[config.mk]
export PLATFORM = sky130hd
export DESIGN_NAME = fde_unit
export DESIGN_NICKNAME = d
export VERILOG_FILES = /design/src/rtl/fde_unit.sv
export SDC_FILE = /design/constraint.sdc
export NUM_CORES = 1
export LEC_CHECK = 0
export ABC_AREA = 1
export BUFFER_PORTS_ARGS = -buffer_cell sky130_fd_sc_hd__buf_2
export CORE_MARGIN = 4
export CORE_UTILIZATION = 40
export DETAILED_ROUTE_END_ITERATION = 10
export GPL_TIMING_DRIVEN = 0
export PLACE_DENSITY_LB_ADDON = 0.3
export SLEW_MARGIN = 25
export SYNTH_ARGS = -nofsm -noshare
export SYNTH_HDL_FRONTEND = slang
export SYNTH_SLANG_ARGS = --single-unit
[constraint.sdc]
create_clock -name clk -period 3.4 [get_ports clk]
set_input_delay 0.68 -clock clk [delete_from_list [all_inputs] [get_ports clk]]
set_output_delay 0.68 -clock clk [all_outputs]
set_load 0.01 [all_outputs]
[src/rtl/fde_unit.sv]
// Fetch/decode/execute front end of a multi-cycle RV32I core.
// Each phase updates its own register bank on the edge that ends it.
module fde_unit #(
    parameter int IMEM_AW = 10
) (
    input  logic               clk,
    input  logic               rstn,
    input  logic [2:0]         state,
    input  logic [31:0]        pc,
    output logic [IMEM_AW-1:0] imem_addr,
    input  logic [31:0]        imem_rdata,
    output logic [4:0]         rs1_a,
    output logic [4:0]         rs2_a,
    output logic [4:0]         rd_a,
    input  logic [31:0]        rs1_v,
    input  logic [31:0]        rs2_v,
    output logic [31:0]        imm,
    output logic [2:0]         funct3,
    output logic               is_load,
    output logic               is_store,
    output logic               illegal,
    output logic [31:0]        result,
    output logic               mem_read_enabled,
    output logic               mem_write_enabled,
    output logic [31:0]        mem_target,
    output logic               reg_write_enabled,
    output logic [4:0]         reg_write_dest,
    output logic               is_jump_enabled,
    output logic [31:0]        jump_dest
);

    typedef enum logic [3:0] {
        K_NONE, K_LUI, K_AUIPC, K_JAL, K_JALR,
        K_BR, K_LOAD, K_STORE, K_ALUI, K_ALU
    } kind_t;

    localparam logic [2:0] ST_FETCH  = 3'd0;
    localparam logic [2:0] ST_DECODE = 3'd1;
    localparam logic [2:0] ST_EXEC   = 3'd2;

    logic [31:0] ir, pc_instr, imm_d;
    kind_t       kind_q, kind_d;
    logic        alt_q, alt_d;
    logic [6:0]  op, f7;
    logic [2:0]  f3;

    assign imem_addr = pc[IMEM_AW+1:2];
    assign op = ir[6:0];
    assign f3 = ir[14:12];
    assign f7 = ir[31:25];

    always_comb begin
        kind_d = K_NONE;
        imm_d  = '0;
        alt_d  = 1'b0;
        case (op)
            7'b0110111: begin
                kind_d = K_LUI;
                imm_d  = {ir[31:12], 12'b0};
            end
            7'b0010111: begin
                kind_d = K_AUIPC;
                imm_d  = {ir[31:12], 12'b0};
            end
            7'b1101111: begin
                kind_d = K_JAL;
                imm_d  = {{11{ir[31]}}, ir[31], ir[19:12],
                          ir[20], ir[30:21], 1'b0};
            end
            7'b1100111: begin
                imm_d = {{20{ir[31]}}, ir[31:20]};
                if (f3 == 3'd0) kind_d = K_JALR;
            end
            7'b1100011: begin
                imm_d = {{19{ir[31]}}, ir[31], ir[7],
                         ir[30:25], ir[11:8], 1'b0};
                if (f3 != 3'd2 && f3 != 3'd3) kind_d = K_BR;
            end
            7'b0000011: begin
                imm_d = {{20{ir[31]}}, ir[31:20]};
                if (f3 != 3'd3 && f3 != 3'd6 && f3 != 3'd7)
                    kind_d = K_LOAD;
            end
            7'b0100011: begin
                imm_d = {{20{ir[31]}}, ir[31:25], ir[11:7]};
                if (f3 <= 3'd2) kind_d = K_STORE;
            end
            7'b0010011: begin
                imm_d = {{20{ir[31]}}, ir[31:20]};
                // shift-immediates reuse imm[11:5] as a funct7
                if (f3 == 3'd1) begin
                    if (f7 == 7'h00) kind_d = K_ALUI;
                end else if (f3 == 3'd5) begin
                    if (f7 == 7'h00 || f7 == 7'h20) kind_d = K_ALUI;
                    alt_d = ir[30];
                end else begin
                    kind_d = K_ALUI;
                end
            end
            7'b0110011: begin
                if (f7 == 7'h00 ||
                    (f7 == 7'h20 && (f3 == 3'd0 || f3 == 3'd5))) begin
                    kind_d = K_ALU;
                    alt_d  = ir[30];
                end
            end
            default: ;
        endcase
    end

    always_ff @(posedge clk or negedge rstn) begin
        if (!rstn) begin
            ir <= '0;
        end else if (state == ST_FETCH) begin
            ir <= imem_rdata;
        end
    end

    always_ff @(posedge clk or negedge rstn) begin
        if (!rstn) begin
            rs1_a    <= '0;
            rs2_a    <= '0;
            rd_a     <= '0;
            imm      <= '0;
            funct3   <= '0;
            is_load  <= 1'b0;
            is_store <= 1'b0;
            illegal  <= 1'b0;
            kind_q   <= K_NONE;
            alt_q    <= 1'b0;
            pc_instr <= '0;
        end else if (state == ST_DECODE) begin
            rs1_a    <= ir[19:15];
            rs2_a    <= ir[24:20];
            rd_a     <= ir[11:7];
            imm      <= imm_d;
            funct3   <= f3;
            is_load  <= (kind_d == K_LOAD);
            is_store <= (kind_d == K_STORE);
            illegal  <= (kind_d == K_NONE);
            kind_q   <= kind_d;
            alt_q    <= alt_d;
            pc_instr <= pc;
        end
    end

    logic [31:0] opb, sum, pc_imm, alu_r, res_d, mt_d, jd_d;
    logic [4:0]  sh;
    logic        take, wr, mre_d, mwe_d, jmp_d;

    assign opb    = (kind_q == K_ALU) ? rs2_v : imm;
    assign sh     = opb[4:0];
    assign sum    = rs1_v + imm;
    assign pc_imm = pc_instr + imm;

    always_comb begin
        alu_r = '0;
        case (funct3)
            3'd0: alu_r = alt_q ? rs1_v - opb : rs1_v + opb;
            3'd1: alu_r = rs1_v << sh;
            3'd2: alu_r = {31'd0, $signed(rs1_v) < $signed(opb)};
            3'd3: alu_r = {31'd0, rs1_v < opb};
            3'd4: alu_r = rs1_v ^ opb;
            3'd5: alu_r = alt_q ? $unsigned($signed(rs1_v) >>> sh)
                                : rs1_v >> sh;
            3'd6: alu_r = rs1_v | opb;
            default: alu_r = rs1_v & opb;
        endcase
    end

    always_comb begin
        take = 1'b0;
        case (funct3)
            3'd0: take = (rs1_v == rs2_v);
            3'd1: take = (rs1_v != rs2_v);
            3'd4: take = ($signed(rs1_v) < $signed(rs2_v));
            3'd5: take = ($signed(rs1_v) >= $signed(rs2_v));
            3'd6: take = (rs1_v < rs2_v);
            3'd7: take = (rs1_v >= rs2_v);
            default: take = 1'b0;
        endcase
    end

    always_comb begin
        res_d = '0;
        mt_d  = '0;
        jd_d  = '0;
        wr    = 1'b0;
        mre_d = 1'b0;
        mwe_d = 1'b0;
        jmp_d = 1'b0;
        case (kind_q)
            K_LUI:   begin res_d = imm;    wr = 1'b1; end
            K_AUIPC: begin res_d = pc_imm; wr = 1'b1; end
            K_JAL: begin
                res_d = pc_instr + 32'd4;
                jmp_d = 1'b1;
                jd_d  = pc_imm;
                wr    = 1'b1;
            end
            K_JALR: begin
                res_d = pc_instr + 32'd4;
                jmp_d = 1'b1;
                jd_d  = {sum[31:1], 1'b0};
                wr    = 1'b1;
            end
            K_BR: begin
                jmp_d = take;
                jd_d  = take ? pc_imm : 32'd0;
            end
            K_LOAD: begin
                res_d = sum;
                mt_d  = sum;
                mre_d = 1'b1;
                wr    = 1'b1;
            end
            K_STORE: begin
                res_d = sum;
                mt_d  = sum;
                mwe_d = 1'b1;
            end
            K_ALUI, K_ALU: begin res_d = alu_r; wr = 1'b1; end
            default: ;
        endcase
    end

    always_ff @(posedge clk or negedge rstn) begin
        if (!rstn) begin
            result            <= '0;
            mem_read_enabled  <= 1'b0;
            mem_write_enabled <= 1'b0;
            mem_target        <= '0;
            reg_write_enabled <= 1'b0;
            reg_write_dest    <= '0;
            is_jump_enabled   <= 1'b0;
            jump_dest         <= '0;
        end else if (state == ST_EXEC) begin
            result            <= res_d;
            mem_read_enabled  <= mre_d;
            mem_write_enabled <= mwe_d;
            mem_target        <= mt_d;
            reg_write_enabled <= wr && (rd_a != 5'd0);
            reg_write_dest    <= rd_a;
            is_jump_enabled   <= jmp_d;
            jump_dest         <= jd_d;
        end
    end

endmodule

Word level (Yosys, flattened, before mapping)
Index checks and enable logic that the tools add are counted.
{"block": "totals", "input_bits": 133, "output_inout_bits": 168, "word_cells": 124, "register_bits": 227}
{"block": "op_classes", "shifts": 3, "n_eq_ne": 38, "add_sub_neg": 5, "magnitude_cmp": 7, "n_reduce_logical": 20, "muxes": 28, "n_bitwise": 3}
{"operator": "case mux 32 bit (5 select lines)", "n": 2}
{"operator": "case mux 32 bit (7 select lines)", "n": 1}
{"operator": "2-to-1 mux 32 bit", "n": 5}
{"operator": "< comparator 32 bit", "n": 4}
{"operator": "adder 32 bit", "n": 3}
{"operator": "case mux 32 bit (3 select lines)", "n": 1}
{"operator": ">= comparator 32 bit", "n": 2}
{"operator": "case mux 4 bit (9 select lines)", "n": 1}
{"operator": "adder 32 x 3 -> 32 bit, second input constant", "n": 1}
{"operator": "bitwise AND 32 bit", "n": 1}
{"operator": "== test 32 bit", "n": 1}
{"operator": "!= test 32 bit", "n": 1}
{"operator": "OR 32 bit", "n": 1}
{"operator": "left shift 32 x 5 -> 32 bit", "n": 1}
{"operator": "right shift 32 x 5 -> 32 bit", "n": 1}
{"operator": ">>> shifter 32 x 5 -> 32 bit", "n": 1}
{"operator": "subtractor 32 bit", "n": 1}
{"operator": "bitwise XOR 32 bit", "n": 1}
{"operator": "== test 7 x 6 -> 1 bit, second input constant", "n": 4}
{"operator": "== test 4 x 3 -> 1 bit, second input constant", "n": 6}
{"operator": "== test 7 bit, second input constant", "n": 3}
{"operator": "2-to-1 mux 4 bit", "n": 5}
{"operator": "== test 3 bit, second input constant", "n": 5}
{"operator": "== test 7 x 5 -> 1 bit, second input constant", "n": 2}
{"operator": "22 further kinds", "n": 50}

Longest topological paths before layout
{"block": "logic_depth", "ltp_word": 7, "ltp_mapped": 30, "depth_no_buf": 27}

Worst setup path before layout
Ideal clock, no wire load.
{"block": "synth_path", "kind": "register to register", "from": "register kind_q[3]", "to": "register result[27]", "t_arrival_ns": 3.118, "t_required_ns": 3.283, "period_less_slack_ns": 3.235, "stages_incl_launch_ff": 26, "setup_slack_ns": 0.165, "setup_ns": 0.117, "path_buffers": 3, "cell_sequence": "dfrtp_1 inv_2 nor2_4 nand2_4 buf_6 nand2_1 nand2_1 buf_2 buf_2 ha_1 nand2_1 o21ai_0 a21oi_1 o21ai_0 a21oi_1 or2_2 nand2_1 nand2_1 nand2_1 nand2_1 nand3_1 nand2_1 nand2_1 nand2_1 nand2_1 nand2_1"}
{"block": "synth_via", "elab_chain_len": 6, "word_cells_on_any_way": 24, "classes_between": "add/sub: 2; eq/ne: 8; shift: 3; mux: 5; bitwise: 3; reduce/logical: 3"}
{"element": "start: declaration", "line": "42", "source": "kind_t kind_q, kind_d;"}
{"element": "start signal: assignment", "line": "141", "source": "kind_q <= kind_d;"}
{"element": "== test 4 bit", "line": "151, 192"}
{"element": "2-to-1 mux 32 bit", "line": "151", "source": "assign opb = (kind_q == K_ALU) ? rs2_v : imm;"}
{"element": "adder 32 bit, or another cell as far along", "line": "159", "source": "3'd0: alu_r = alt_q ? rs1_v - opb : rs1_v + opb;"}
{"element": "2-to-1 mux 32 bit (on tied branches)", "line": "159, 164"}
{"element": "case mux 32 bit (7 select lines)", "line": "158", "source": "case (funct3)"}
{"element": "case mux 32 bit (5 select lines) (*)", "line": "192", "source": "case (kind_q)"}
{"element": "end signal: assignment", "line": "238", "source": "result <= res_d;"}
{"element": "end: declaration", "line": "22", "source": "output logic [31:0] result,"}
Every way passes the cells marked *; elsewhere a longest branch is shown, timed or not.
A chain may end at the register's enable or synchronous reset.

Worst setup path in the final report
{"block": "layout_path", "from": "register alt_q", "to": "register result[3]"}
{"block": "layout_via", "elab_chain_len": 3, "word_cells_on_any_way": 4, "classes_between": "mux: 4"}
{"element": "start: declaration", "line": "43", "source": "logic alt_q, alt_d;"}
{"element": "start signal: assignment", "line": "142", "source": "alt_q <= alt_d;"}
{"element": "2-to-1 mux 32 bit (on tied branches)", "line": "164, 159"}
{"element": "case mux 32 bit (7 select lines) (*)", "line": "158"}
{"element": "case mux 32 bit (5 select lines) (*)", "line": "192"}
Marked as above.

==> impl_metrics.ini <==
[timing]
rsz0062_at_grt = true
setup_viol = 23
maxSlewViolCount = 0
period_needed_ps = 3620
fin_setup_tns_ps = -2210
worstMarginPinSlew_ps = 1270
finClkSkew_ps = 36.2
relSlewSlack_pct = 15.3
clock.fmax_ghz = 0.276
layout_setup_ws_ps = -219
min_period_over_period_pct = 106
finalHoldViolations = 0

[pwr]
power_density_nw_per_um2 = 412
peakVddDrop_mv = 0.434
power_leakage_nw = 16.1
finalPower_mw = 13.0

[clock_network]
clk_latency_ps = 570
cts.path.max_buffers = 3
htree_levels = 1
cts_root_buf = clkbuf_16
numCtsBuffers = 26
clock-sinks = 227
path_clk_slew_ps = 60
cts_tree = built
cts_hold_buffers = 0

[routing]
antenna_left = 0
first_pass_iters = 6
drt-initial-drc-count = 4071
wirelength_mm = 151
via_per_inst = 5.97
vias = 32445
wl_per_cell_um = 27.8
drcViolationCount = 0

[setup_path]
critPathCaptureType = flip-flop
crit_arrival_ps = 4070
crit_family = buffers and inverters
cp_common_cell = nand2_1
reg2reg_slack_ps = -220
max_stage_delay_ps = 780
path_cells = clkbuf_2 > clkbuf_1 > clkbuf_2 > nand3_1 > a31oi_1 > o21ai_1 > nand2_1 > nand2_1 > nand2_1 > nand2_1
cp.buffers_inverters = 3
cp.required_ps = 3860
critPathMaxFanout = 10
crit_type = flip-flop to flip-flop
crit_slowest_cell = clkbuf_1
r2r_cells = 10
worst-path-stages = 10
start_kind = flip-flop

[yosys]
ys_seq_area_share_pct = 22.6
synth_top_area_cell = dfrtp_1
postSynthCellCount = 4173
netlist.area_leader.share_pct = 22.6
ys_async_sr_fraction_pct = 100
synthTopCellsByArea = dfrtp_1 23%, nand2_1 19%, ha_1 9.6%
synth_nets = 4503
synthDistinctLibCells = 62
yosys_register_bits = 227
synth_ff_type = dfrtp_1
avgSynthCellArea_um2 = 6.03
ys_warn_count = 0
synth_edf_count = 0
synth_area_um2 = 25200

[final_layout]
final_nets = 4911
drive_above_1_share_pct = 21.2
num-fill-cells = 6601
multiInputGateArea_um2 = 19000
final_common_cell = nand2_1
regArea_um2 = 5690
area_growth_pct = 25.8
final_util_pct = 51.0
final_cell_mix = 1188 x nand2_1, 419 x inv_1, 328 x buf_2, 314 x nand3_1, 303 x nor2_1

[run]
drv_cap = 0

[global_routing]
grt_usage_pct = 43.0
grt_pass1_vias = 30628
antenna_found_initial = 6
grt_max_degree = 92
grt_pass1_wl_mm = 211
overflow = 0

[floorplanning]
initial_utilization_pct = 40.6
core_area_um2 = 62100
die_h_um = 259
io_pins = 301
row_count = 91
die_w_um = 259
die-area_um2 = 67000

[run_status]
violations = negative setup slack
status = complete, but fails checks

[placement]
gp_congestion = 1.12
place_hpwl_mm = 123
port_buffers = 300

[min_path]
hp-class = input pin to asynchronous set/reset pin
==> report_power, final <==
part | total (mW) | internal (mW) | switching [mW]
logic | 6.73 | 2.07 | 4.65
registers | 3.49 | 3.06 | 0.427
clock network | 2.83 | 1.66 | 1.16
total | 13.0 | 6.80 | 6.24
==> state kept, by name, summed over array words and instances (netlist names), 3 cells and up <==
register        cells
kind_q              4
rd_a                5
reg_write_dest      5
rs1_a               5
result             32
imm                32
funct3              3
pc_instr           32
mem_target         32
jump_dest          32
ir                 32
rs2_a               5
==> layout make-up <==
type,instances,share of cell area (%)
multi-input combinational,3285,59.9
sequential,227,18.0
timing repair buffer,396,7.28
inverter,474,5.69
tap,837,3.31
buffer,171,3.16
clock buffer,36,2.46
clock inverter,9,0.241
antenna,1,0.00790
==> synth_stat cells, types with 11 or more instances <==
master and count:
a211oi_1 17, a21o_1 11, a21oi_1 279, a31oi_1 12, buf_2 37, buf_4 14
clkbuf_1 121, dfrtp_1 227, ha_1 194, inv_1 463, nand2_1 1291, nand3_1 350
nand4_1 33, nor2_1 351, nor3_1 63, nor4_1 16, o211ai_1 34, o21a_1 14
o21ai_0 319, o21ai_1 72, o22ai_1 21, or2_2 14, xnor2_1 13, xor2_1 50
==> per-layer routing <==
metal	up-vias	track usage, %	share of wire [%]
met5	-	0	0.0093
met4	2	29.5	9.0
met3	555	11.5	12
met2	2236	64.4	41
met1	15111	54.1	38
li1	14541	-	-
==> repair_timing <==
action                                  CTS  global route
endpoints found under the setup margin   65            65
setup buffers                            56            40
resized for setup                       440           239
pin swaps                                64            97
==> kinds of logic after synthesis <==
family / after synthesis / synth area share, %
AND/OR/NAND/NOR: 2163 / 35.5
adder cells (fa/ha/maj): 197 / 9.88
multiplexers: 15 / 0.631
XOR/XNOR: 63 / 2.19
flip-flops: 227 / 22.6
buffers and inverters: 661 / 10.5
AO/OA/AOI/OAI: 847 / 18.7
==> metrics by stage <==
| step | hold WS, ps | instance area [um^2] | setup WS, ps | instances |
|---|---|---|---|---|
| after floorplan | 384 | 25200 | 165 | 4173 |
| after global placement | 462 | 27700 | -2480 | 5310 |
| after detailed placement | 463 | 27800 | -1660 | 5312 |
| after CTS | 73.6 | 30600 | -124 | 5398 |
| after global routing | 95.8 | 31700 | -281 | 5435 |
| final | 60.0 | 31700 | -219 | 5436 |
==> worst paths after layout <==
kind,start,to
max,alt_q$_DFFE_PN0N_,result[3]$_DFFE_PN0N_
min,rstn,result[2]$_DFFE_PN0N_
max reg2reg,alt_q$_DFFE_PN0N_,result[3]$_DFFE_PN0N_
min reg2reg,jump_dest[4]$_DFFE_PN0N_,jump_dest[4]$_DFFE_PN0N_
max in group asynchronous,rstn,imm[17]$_DFFE_PN0N_
min in group clk,pc[31],pc_instr[31]$_DFFE_PN0N_
Power figures use the tool's default switching activity.
